## src/rtl/apb_ctrl_pkg.sv

```systemverilog
// apb_ctrl_pkg: shared widths and FSM state encoding for the arbitrated APB master
package apb_ctrl_pkg;
    localparam int ADDR_W  = 16;
    localparam int DATA_W  = 16;
    localparam int NUM_REQ = 2;
    typedef enum logic [1:0] {IDLE, SETUP, ACCESS, DONE} state_e;
endpackage

```

## src/rtl/rr_arbiter.sv

```systemverilog
// rr_arbiter: 2-way round-robin arbiter; on a tie the requester not granted last wins
module rr_arbiter
    import apb_ctrl_pkg::*;
(
    input  logic [NUM_REQ-1:0] req,
    input  logic               last_grant,
    output logic [NUM_REQ-1:0] grant
);
    always_comb grant = (&req) ? (last_grant ? 2'b01 : 2'b10) : req;
endmodule

```

## src/rtl/apb_arb_master.sv

```systemverilog
// apb_arb_master: two requesters share one APB master port via round-robin arbitration
module apb_arb_master
    import apb_ctrl_pkg::*;
#(
    parameter int TIMEOUT = 16
) (
    input  logic                           pclk,
    input  logic                           preset,
    input  logic [NUM_REQ-1:0]             req_valid,
    input  logic [NUM_REQ-1:0]             req_write,
    input  logic [NUM_REQ-1:0][ADDR_W-1:0] req_addr,
    input  logic [NUM_REQ-1:0][DATA_W-1:0] req_wdata,
    output logic [NUM_REQ-1:0]             resp_done,
    output logic [DATA_W-1:0]              resp_rdata,
    output logic                           resp_err,
    output logic                           busy,
    output logic                           psel,
    output logic                           penable,
    output logic                           pwrite,
    output logic [ADDR_W-1:0]              paddr,
    output logic [DATA_W-1:0]              pwdata,
    input  logic [DATA_W-1:0]              prdata,
    input  logic                           pready,
    input  logic                           pslverr
);
    localparam int CW = $clog2(TIMEOUT + 1);

    state_e              state_q;
    logic [NUM_REQ-1:0]  grant;
    logic                gnt_idx;
    logic                gnt_q;
    logic                last_grant_q;
    logic [CW-1:0]       cnt_q;
    logic [CW-1:0]       cnt_d;
    logic [NUM_REQ-1:0]  resp_done_q;
    logic [DATA_W-1:0]   resp_rdata_q;
    logic                resp_err_q;
    logic                busy_q;
    logic                psel_q;
    logic                penable_q;
    logic                pwrite_q;
    logic [ADDR_W-1:0]   paddr_q;
    logic [DATA_W-1:0]   pwdata_q;

    rr_arbiter u_arb (
        .req        (req_valid),
        .last_grant (last_grant_q),
        .grant      (grant)
    );

    assign gnt_idx = grant[1];
    assign cnt_d   = cnt_q + 1'b1;

    always_ff @(posedge pclk or negedge preset) begin
        if (!preset) begin
            state_q      <= IDLE;
            gnt_q        <= 1'b0;
            last_grant_q <= 1'b1;
            cnt_q        <= '0;
            resp_done_q  <= '0;
            resp_rdata_q <= '0;
            resp_err_q   <= 1'b0;
            busy_q       <= 1'b0;
            psel_q       <= 1'b0;
            penable_q    <= 1'b0;
            pwrite_q     <= 1'b0;
            paddr_q      <= '0;
            pwdata_q     <= '0;
        end else begin
            resp_done_q <= '0;
            unique case (state_q)
                IDLE: if (|req_valid) begin
                    state_q      <= SETUP;
                    busy_q       <= 1'b1;
                    psel_q       <= 1'b1;
                    gnt_q        <= gnt_idx;
                    last_grant_q <= gnt_idx;
                    cnt_q        <= '0;
                    pwrite_q     <= req_write[gnt_idx];
                    paddr_q      <= req_addr[gnt_idx];
                    pwdata_q     <= req_write[gnt_idx] ? req_wdata[gnt_idx] : '0;
                end
                SETUP: begin
                    state_q   <= ACCESS;
                    penable_q <= 1'b1;
                end
                ACCESS: if (pready || cnt_d == CW'(TIMEOUT)) begin
                    // a late pready on the final wait cycle still completes normally
                    state_q      <= DONE;
                    psel_q       <= 1'b0;
                    penable_q    <= 1'b0;
                    resp_done_q  <= gnt_q ? 2'b10 : 2'b01;
                    resp_rdata_q <= (pready && !pwrite_q) ? prdata : '0;
                    resp_err_q   <= pready ? pslverr : 1'b1;
                end else begin
                    cnt_q <= cnt_d;
                end
                DONE: begin
                    state_q <= IDLE;
                    busy_q  <= 1'b0;
                end
            endcase
        end
    end

    assign resp_done  = resp_done_q;
    assign resp_rdata = resp_rdata_q;
    assign resp_err   = resp_err_q;
    assign busy       = busy_q;
    assign psel       = psel_q;
    assign penable    = penable_q;
    assign pwrite     = pwrite_q;
    assign paddr      = paddr_q;
    assign pwdata     = pwdata_q;
endmodule

```

## config.mk

```make
export PLATFORM = sky130hd
export DESIGN_NAME = apb_arb_master
export DESIGN_NICKNAME = d
export VERILOG_FILES = /design/src/rtl/apb_ctrl_pkg.sv /design/src/rtl/rr_arbiter.sv /design/src/rtl/apb_arb_master.sv
export SDC_FILE = /design/constraint.sdc
export NUM_CORES = 1
export LEC_CHECK = 0
export ABC_AREA = 0
export BUFFER_PORTS_ARGS = -buffer_cell sky130_fd_sc_hd__buf_2
export CAP_MARGIN = 15
export CORE_MARGIN = 3
export CORE_UTILIZATION = 46
export DETAILED_ROUTE_END_ITERATION = 16
export PLACE_DENSITY = 0.86
export SYNTH_ARGS = -nofsm -noshare
export SYNTH_HDL_FRONTEND = slang
export SYNTH_SLANG_ARGS = --single-unit
export TNS_END_PERCENT = 30
```

## constraint.sdc

```tcl
create_clock -name pclk -period 2.1 [get_ports pclk]
set_input_delay 0.105 -clock pclk [delete_from_list [all_inputs] [get_ports pclk]]
set_output_delay 0.105 -clock pclk [all_outputs]
set_load 0.02 [all_outputs]
```

==> results.py, run 1 <==
metrics = {
    "status": {
        "status": "finished clean",
    },
    "min_path": {
        "holdPathStages": 3,
        "hold_class": "in -> reg",
    },
    "timing": {
        "setup_viol": 0,
        "rsz0062_at_grt": "no",
        "hold_violations": 0,
        "drv_slew": 0,
        "period_minus_slack_ns": 1.86,
        "slew_headroom_pct": 29.1,
        "fin_tns_setup_ns": 0,
        "fin_crit_sh_pct": 88.7,
        "tightest_slew_ns": 1.06,
        "max_freq_mhz": 537,
        "clock_skew_ns": 0.0123,
    },
    "clock_tree": {
        "htree_levels": 3,
        "clk_path_buf_depth": 2,
        "ctsResizeCount": 0,
        "cts_root_buf": "clkbuf_8",
        "insertion_delay_ns": 0.34,
        "cts_hold_buf": 15,
        "cts.sinks": 64,
        "cts.clk_slew.worst_paths_ns": 0.08,
        "numCtsBuffers": 9,
        "cts_tree": "yes",
        "postCtsSetupBuffers": 0,
    },
    "place": {
        "place.gp.congestion": 0.755,
        "port_buffers": 142,
        "hpwl_um": 5310,
    },
    "global_routing": {
        "grt_pass1_vias": 2644,
        "grt_overflow": 0,
        "gr-usage-all-layers_pct": 21.9,
        "grt_max_degree": 52,
        "antenna_found_initial": 0,
        "grt_pass1_wl_um": 12500,
    },
    "yosys": {
        "synth_area_um2": 2880,
        "yosysMostFrequentCell": "dfrtp_1",
        "synth_edf_count": 0,
        "synth_async_sr_flop_share_pct": 100,
        "synthCells": 261,
        "synth_area_leaders": "dfrtp_1, mux2i_1, o21ai_0",
        "ys_top_cells_by_count": "dfrtp_1, nand2_1, o21ai_0, mux2i_1, a22o_1",
        "ys_seq_area_share_pct": 55.7,
        "ys_types": 35,
        "avgSynthCellArea_um2": 11.0,
        "mappedNetlistNets": 354,
        "synthFlopType": "dfrtp_1",
        "ys_warn_count": 0,
        "ys_seq_elements": 64,
        "yosys.area.top_type": "dfrtp_1",
        "synth_top_area_share_pct": 54.8,
    },
    "route": {
        "maxUsedRoutingLayer": "met4",
        "dr_wl_met3_um": 388,
        "via_per_inst": 5.24,
        "wl_met1_um": 3060,
        "first_pass_iters": 4,
        "num_vias": 2605,
        "drt-initial-drc-count": 130,
        "drc": 0,
        "wl_per_cell_um": 15.5,
        "finalWirelength_um": 7700,
        "drtAntennaViolNets": 0,
        "met2_length_um": 4130,
    },
    "cells_and_area": {
        "n_antenna_cell": 0,
        "fin_util_pct": 67.7,
        "drive_above_1_share_pct": 39.6,
        "nNetsFinal": 510,
        "area_growth_pct": 41.0,
        "num-fill-cells": 446,
    },
    "worst_setup_path": {
        "worstSetupEndpointType": "flop",
        "cp_max_fo": 15,
        "arrival_ns": 2.14,
        "crit_type": "reg -> reg",
        "worst-r2r-cell-count": 6,
        "cp.required_ns": 2.38,
        "cp-start-kind": "flop",
    },
    "power": {
        "irDropWorstVdd_uv": 796,
        "p_int_mw": 3.37,
        "clockPowerShare_pct": 22.8,
        "switching_power_mw": 2.26,
        "power.share.combinational_pct": 41.1,
        "power_leakage_nw": 2.12,
        "pwr-share-seq_pct": 36.1,
        "powerDensity_nw_per_um2": 1390,
        "p_sw_share_pct": 40.2,
    },
    "floorplanning": {
        "dieArea_um2": 7240,
        "start_util_pct": 48.0,
        "die_h_um": 85.1,
        "core_area_um2": 5990,
        "die_w_um": 85.1,
        "placementRows": 28,
        "ioPinCount": 143,
    },
    "run": {
        "maxCapViolCount": 0,
    },
}
-- stage by stage --
stage	cells	setup slack (ns)	hold WS (ns)	power (mW)	area, µm²
after floorplan	261	0.437	-0.191	3.52	2880
after global placement	466	0.415	0.133	4.23	3660
after detailed placement	466	0.324	0.155	4.33	3660
after CTS	497	0.257	0.0202	5.65	4060
after global routing	497	0.0720	0.0218	5.99	4060
final	497	0.238	0.0228	5.63	4060
-- sequential cells by signal, summed over array words and instances, names as in the netlist --
name / cells
paddr: 16
pwdata: 16
resp_rdata: 16
cnt_q: 5
resp_done: 2
state_q: 2
busy: 1
gnt_q: 1
last_grant_q: 1
penable: 1
psel: 1
pwrite: 1
resp_err: 1
-- metal layers --
metal	global-route usage (%)	vias up
met5	0	-
met1	25.3	1260
li1	-	1236
met3	5.34	13
met2	39.4	96
met4	7.77	0
-- layout make-up --
| class | count | area (µm²) | area share (%) |
|---|---|---|---|
| Tap cell | 75 | 93.8 | 2.31 |
| Inverter | 7 | 26.3 | 0.648 |
| Timing Repair Buffer | 160 | 896 | 22.1 |
| Clock buffer | 9 | 124 | 3.05 |
| Multi-Input combinational cell | 175 | 1190 | 29.4 |
| Clock inverter | 7 | 120 | 2.96 |
| Sequential cell | 64 | 1600 | 39.5 |
-- worst max-delay path: stages, from the launching register on --
cell	delay, ns
dfrtp_1	0.40
inv_1	0.11
ha_1	0.53
nor2_1	0.10
nor2_1	0.31
a22o_1	0.20
a22o_1	0.13
-- kinds of logic (layout without fill, tap and decap cells) --
kind of cell	after synthesis	after routing	synth area share, %
adders and majority gates	5	5	2.18
muxes	33	33	11.5
and+or+nand+nor	60	60	9.18
DFF	64	64	55.7
AOI/OAI and AO/OA	77	77	17.8
buffers and inverters	22	183	3.57
-- power groups by stage --
stage,combinational [mW],sequential (mW),clock (mW)
floorplan,0.982,2.54,0
global placement,2.21,2.02,0
detailed placement,2.29,2.04,0
CTS,2.32,2.02,1.30
global route,2.53,2.09,1.37
finish,2.31,2.03,1.28
-- final timing paths --
path / endpoint / start / slack [ns]
worst max-delay path: cnt_q[4] / state_q[0] / 0.24
worst min-delay path: resp_err / pslverr / 0.02
worst max register to register: cnt_q[4] / state_q[0] / 0.24
worst min register to register: paddr[0] / paddr[0] / 0.48
max in group asynchronous: last_grant_q / preset / 1.12
min in group asynchronous: paddr[3] / preset / 0.31
-- cells in the final DEF, fill, tap and decap left out, types with 2 or more instances in the layout --
cell type and count:
clkinv_4 2, buf_2 142, buf_4 2, dlygate4sd3_1 15
bufinv_16 3, dfrtp_1 63, nand3_1 2, inv_1 7
nand4b_1 2, ha_1 5, nor2_1 8, o21ai_0 38
mux2i_1 33, a22o_1 18, o211ai_1 2, nor2b_1 2
clkbuf_8 9, a21oi_1 5, nand2_1 41
Note: power is estimated with default switching activity, not from simulation.
==> run 2: changes to the inputs <==
--- a/config.mk
+++ b/config.mk
@@ -9,9 +9,10 @@
 export BUFFER_PORTS_ARGS = -buffer_cell sky130_fd_sc_hd__buf_2
 export CAP_MARGIN = 15
 export CORE_MARGIN = 3
-export CORE_UTILIZATION = 46
+export CORE_UTILIZATION = 35
 export DETAILED_ROUTE_END_ITERATION = 16
-export PLACE_DENSITY = 0.86
+export GPL_ROUTABILITY_DRIVEN = 0
+export PLACE_DENSITY = 0.7
 export SYNTH_ARGS = -nofsm -noshare
 export SYNTH_HDL_FRONTEND = slang
 export SYNTH_SLANG_ARGS = --single-unit
==> results.py, run 2 (synthesis results as in run 1) <==
metrics = {
    "status": {
        "status": "finished clean",
    },
    "cells_and_area": {
        "layout_common_cells": "buf_2, dfrtp_1, nand2_1",
        "layout.cells.non_filler": 526,
        "final_common_cell": "buf_2",
        "fin_util_pct": 51.6,
        "nNetsFinal": 512,
        "post-route-cell-area_um2": 4050,
        "area_growth_pct": 40.7,
        "n_antenna_cell": 0,
        "drive_above_1_share_pct": 39.6,
    },
    "global_routing": {
        "grt_max_degree": 52,
        "grt_pass1_vias": 2496,
        "grt_overflow": 0,
        "antenna_found_initial": 0,
        "gr-usage-all-layers_pct": 15.7,
        "grt_pass1_wl_um": 12200,
    },
    "power": {
        "p_int_mw": 3.14,
        "p_sw_share_pct": 41.1,
        "p_total_mw": 5.32,
        "pwr-share-seq_pct": 37.7,
        "power_leakage_nw": 2.10,
        "power.share.combinational_pct": 43.3,
        "powerDensity_nw_per_um2": 1320,
        "clockPowerShare_pct": 19.0,
        "irDropWorstVdd_uv": 562,
        "switching_power_mw": 2.19,
    },
    "timing": {
        "hold_violations": 0,
        "setup_slack_ns": 0.428,
        "drv_slew": 0,
        "fin_crit_sh_pct": 79.6,
        "slew_headroom_pct": 27.4,
        "tightest_slew_ns": 1.09,
        "hold_ws_ns": 0.00948,
        "period_minus_slack_ns": 1.67,
        "clock_skew_ns": 0.0105,
        "fin_tns_setup_ns": 0,
        "max_freq_mhz": 598,
        "rsz0062_at_grt": "no",
        "setup_viol": 0,
    },
    "clock_tree": {
        "cts.clk_slew.worst_paths_ns": 0.07,
        "postCtsSetupBuffers": 0,
        "htree_levels": 3,
        "cts_tree": "yes",
        "clk_path_buf_depth": 2,
        "numCtsBuffers": 9,
        "cts.sinks": 64,
        "cts_root_buf": "clkbuf_8",
        "ctsResizeCount": 0,
        "insertion_delay_ns": 0.33,
    },
    "place": {
        "placed_cells": 496,
        "place_area_um2": 3720,
        "port_buffers": 142,
        "pre_cts_ws_ns": 0.401,
        "hpwl_um": 5310,
    },
    "route": {
        "num_vias": 2510,
        "wl_per_cell_um": 13.7,
        "finalWirelength_um": 7210,
        "via_per_inst": 4.77,
        "first_pass_iters": 4,
        "drc": 0,
        "drtAntennaViolNets": 0,
        "drt-initial-drc-count": 57,
    },
    "floorplanning": {
        "start_util_pct": 36.6,
        "die_h_um": 96.6,
        "ioPinCount": 143,
        "dieArea_um2": 9340,
        "placementRows": 32,
        "core_area_um2": 7850,
        "die_w_um": 96.6,
    },
    "worst_setup_path": {
        "critPathLaunch": "state_q[0]",
        "crit_type": "reg -> reg",
        "cp.required_ns": 2.33,
        "cp_max_fo": 17,
        "worstSetupEndpointType": "flop",
        "cp-start-kind": "flop",
        "r2r_start": "state_q[0]",
        "arrival_ns": 1.90,
    },
    "run": {
        "maxCapViolCount": 0,
    },
    "min_path": {
        "hold_class": "in -> reg",
        "hp-start": "prdata[10]",
    },
}
-- run 2: cell count changes in the layout (fill, tap and decap cells not counted) --
cell and delta:
buf_4 +3, bufinv_16 -2, clkbuf_1 +2, clkinv_4 -2
clkinvlp_4 +2, dlygate4sd3_1 -1
-- run 2: power groups by stage --
| stage | Clock, mW | Combinational [mW] | Sequential, mW |
|---|---|---|---|
| 2_1_floorplan | 0 | 0.982 | 2.54 |
| 3_3_place_gp | 0 | 2.28 | 2.01 |
| 3_5_place_dp | 0 | 2.32 | 2.03 |
| 4_1_cts | 1.05 | 2.34 | 2.01 |
| 5_1_grt | 1.11 | 2.54 | 2.08 |
| 6_report | 1.01 | 2.31 | 2.01 |
-- run 2: routing by layer --
layer | share of wire (%) | global-route usage (%)
met5 | 0 | 0
met4 | 1.5 | 5.51
met3 | 5.3 | 3.89
met2 | 52 | 27.0
met1 | 42 | 19.1
-- run 2: repair_timing --
| action | 4_1_cts | 5_1_grt |
|---|---|---|
| endpoints found under the setup margin | 0 | 0 |
| hold buffers | 14 | 0 |
| hold endpoints to repair | 29 | 0 |
-- run 2: cell type report --
class                      count  area [µm²]
fill                         723        3800
sequential                    64        1600
multi-input combinational    175        1190
timing repair buffer         162         908
clock buffer                  11         131
tap                          102         128
clock inverter                 5        57.6
inverter                       7        26.3
-- run 2: worst paths after layout --
kind,to,slack (ns),cells after the start
max,pwdata[15],0.43,4
min reg2reg,resp_rdata[15],0.47,1
min,resp_rdata[10],0.009,2
max reg2reg,pwdata[15],0.43,4
min in group asynchronous,pwdata[11],0.26,2
max in group asynchronous,last_grant_q,1.18,3
-- run 2: critical path, cell delays in order (launching register included) --
cell     delay [ns]
dfrtp_1        0.40
inv_1          0.11
ha_1           0.36
nand2_1        0.42
o21ai_0        0.30
==> run 3: changes to the inputs <==
--- a/config.mk
+++ b/config.mk
@@ -12,7 +12,7 @@
 export CORE_UTILIZATION = 35
 export DETAILED_ROUTE_END_ITERATION = 16
 export GPL_ROUTABILITY_DRIVEN = 0
-export PLACE_DENSITY = 0.7
+export PLACE_DENSITY = 0.72
 export SYNTH_ARGS = -nofsm -noshare
 export SYNTH_HDL_FRONTEND = slang
 export SYNTH_SLANG_ARGS = --single-unit
==> constraint.sdc (replaced) <==
create_clock -name pclk -period 1.5 [get_ports pclk]
set_input_delay 0.075 -clock pclk [delete_from_list [all_inputs] [get_ports pclk]]
set_output_delay 0.075 -clock pclk [all_outputs]
set_load 0.02 [all_outputs]
==> results.py, run 3 (synthesis results as in run 1) <==
metrics = {
    "route": {
        "first_pass_iters": 4,
        "num_vias": 2582,
        "drt-initial-drc-count": 86,
        "drtAntennaViolNets": 0,
        "via_per_inst": 4.73,
        "finalWirelength_um": 7800,
        "drc": 0,
        "wl_per_cell_um": 14.3,
    },
    "timing": {
        "period_minus_slack_ns": 1.53,
        "hold_violations": 0,
        "drv_slew": 0,
        "slew_headroom_pct": 72.5,
        "setup_slack_ns": -0.0311,
        "clock_skew_ns": 0.0114,
        "setup_viol": 13,
        "tightest_slew_ns": 0.411,
        "fin_crit_sh_pct": 102,
        "max_freq_mhz": 653,
        "rsz0062_at_grt": "yes",
    },
    "power": {
        "powerDensity_nw_per_um2": 1890,
        "power_leakage_nw": 2.26,
        "irDropWorstVdd_uv": 986,
        "p_total_mw": 8.24,
    },
    "floorplanning": {
        "core_area_um2": 7850,
        "dieArea_um2": 9340,
        "ioPinCount": 143,
        "placementRows": 32,
        "die_h_um": 96.6,
        "die_w_um": 96.6,
        "start_util_pct": 36.6,
    },
    "status": {
        "status": "finished, violations left",
        "violations": "setup timing",
    },
    "worst_setup_path": {
        "r2r_end": "resp_rdata[13]",
        "worstSetupEndpointType": "flop",
        "arrival_ns": 1.75,
        "cp.required_ns": 1.72,
        "r2r_start": "cnt_q[0]",
        "crit_type": "reg -> reg",
        "cp_max_fo": 9,
        "critPathLaunch": "cnt_q[0]",
        "cp-start-kind": "flop",
        "crit_path_end": "resp_rdata[13]",
        "worst-r2r-cell-count": 5,
        "rrSetupSlack_ns": -0.03,
    },
    "cells_and_area": {
        "n_antenna_cell": 0,
        "area_growth_pct": 51.4,
        "layout_common_cells": "buf_2, dfrtp_1, nand2_1",
        "multiInputGateArea_um2": 1250,
        "nNetsFinal": 532,
        "num-fill-cells": 710,
        "layout.cells.non_filler": 546,
        "final_common_cell": "buf_2",
        "register_area_um2": 1600,
        "drive_above_1_share_pct": 44.6,
    },
    "clock_tree": {
        "cts.clk_slew.worst_paths_ns": 0.08,
        "htree_levels": 3,
        "cts_tree": "yes",
        "cts.sinks": 64,
        "numCtsBuffers": 9,
        "insertion_delay_ns": 0.34,
        "clk_path_buf_depth": 2,
        "cts_root_buf": "clkbuf_8",
    },
    "global_routing": {
        "grt_overflow": 0,
        "grt_max_degree": 65,
        "gr-usage-all-layers_pct": 16.5,
        "grt_pass1_vias": 2674,
        "antenna_found_initial": 0,
        "grt_pass1_wl_um": 12600,
    },
    "run": {
        "maxCapViolCount": 0,
    },
    "place": {
        "port_buffers": 142,
        "placed_cells": 509,
        "hpwl_um": 5570,
    },
    "min_path": {
        "hold_class": "in -> reg",
    },
}
-- run 3: changes by cell type in the layout (fill, tap and decap cells not counted), sizes merged, moves of 2 or more --
cell	change
dlygate4sd3	+2
clkinv	+2
clkinvlp	-3
buf	+17
-- run 3: layout make-up --
class	count	share of cell area, %
inverter	7	0.604
timing repair buffer	181	25.7
clock buffer	10	3.16
multi-input combinational	176	28.7
clock inverter	6	2.10
tap	102	2.93
sequential	64	36.8
-- run 3: worst min-delay path by stage --
stage             from        end  slack (ns)  depth (start not counted)
2_1_floorplan   preset       busy       -0.22                          0
3_3_place_gp    preset   paddr[0]        0.11                          2
3_5_place_dp    preset  pwdata[2]        0.13                          2
4_1_cts        pslverr   resp_err      0.0002                          3
5_1_grt        pslverr   resp_err        0.02                          3
6_report       pslverr   resp_err        0.01                          3
-- run 3: power breakdown --
| group | switching, mW | internal [mW] | leakage (nW) |
|---|---|---|---|
| clock | 0.705 | 0.990 | 0.117 |
| combinational | 2.18 | 1.56 | 1.33 |
| sequential | 0.374 | 2.42 | 0.813 |
| total | 3.26 | 4.98 | 2.26 |
-- run 3: worst max-delay path, stage by stage, from the launching register on --
cell	delay [ns]
dfrtp_1	0.41
a21bo_1	0.21
o21ai_2	0.21
a31oi_4	0.14
nand2b_4	0.21
a22o_1	0.23
-- run 3: repair_timing --
item,CTS,global route
setup endpoints to repair,36,55
hold buffers,16,0
hold endpoints to repair,78,0
setup buffers,2,2
pin swaps,3,18
resized for setup,5,17
gates cloned,1,0
-- run 3: per-layer routing --
| layer | GRT usage (%) | routed length (µm) | up-vias |
|---|---|---|---|
| met5 | 0 | 0 | - |
| met4 | 6.48 | 146 | 0 |
| met1 | 19.0 | 3090 | 1211 |
| met3 | 4.04 | 381 | 10 |
| li1 | - | - | 1284 |
| met2 | 29.4 | 4180 | 77 |
-- run 3: stage by stage --
stage	setup WS [ns]	util, %	setup TNS (ns)	cell area (µm²)	hold slack (ns)
after CTS	-0.0158	54.7	-0.0193	4290	0.000234
after floorplan	-0.157	-	-2.02	2880	-0.221
after detailed placement	-0.127	49.3	-2.09	3860	0.133
after global placement	-0.0364	49.3	-0.404	3860	0.109
after global routing	-0.123	55.5	-2.19	4350	0.0191
final	-0.0311	55.5	-0.192	4350	0.0133
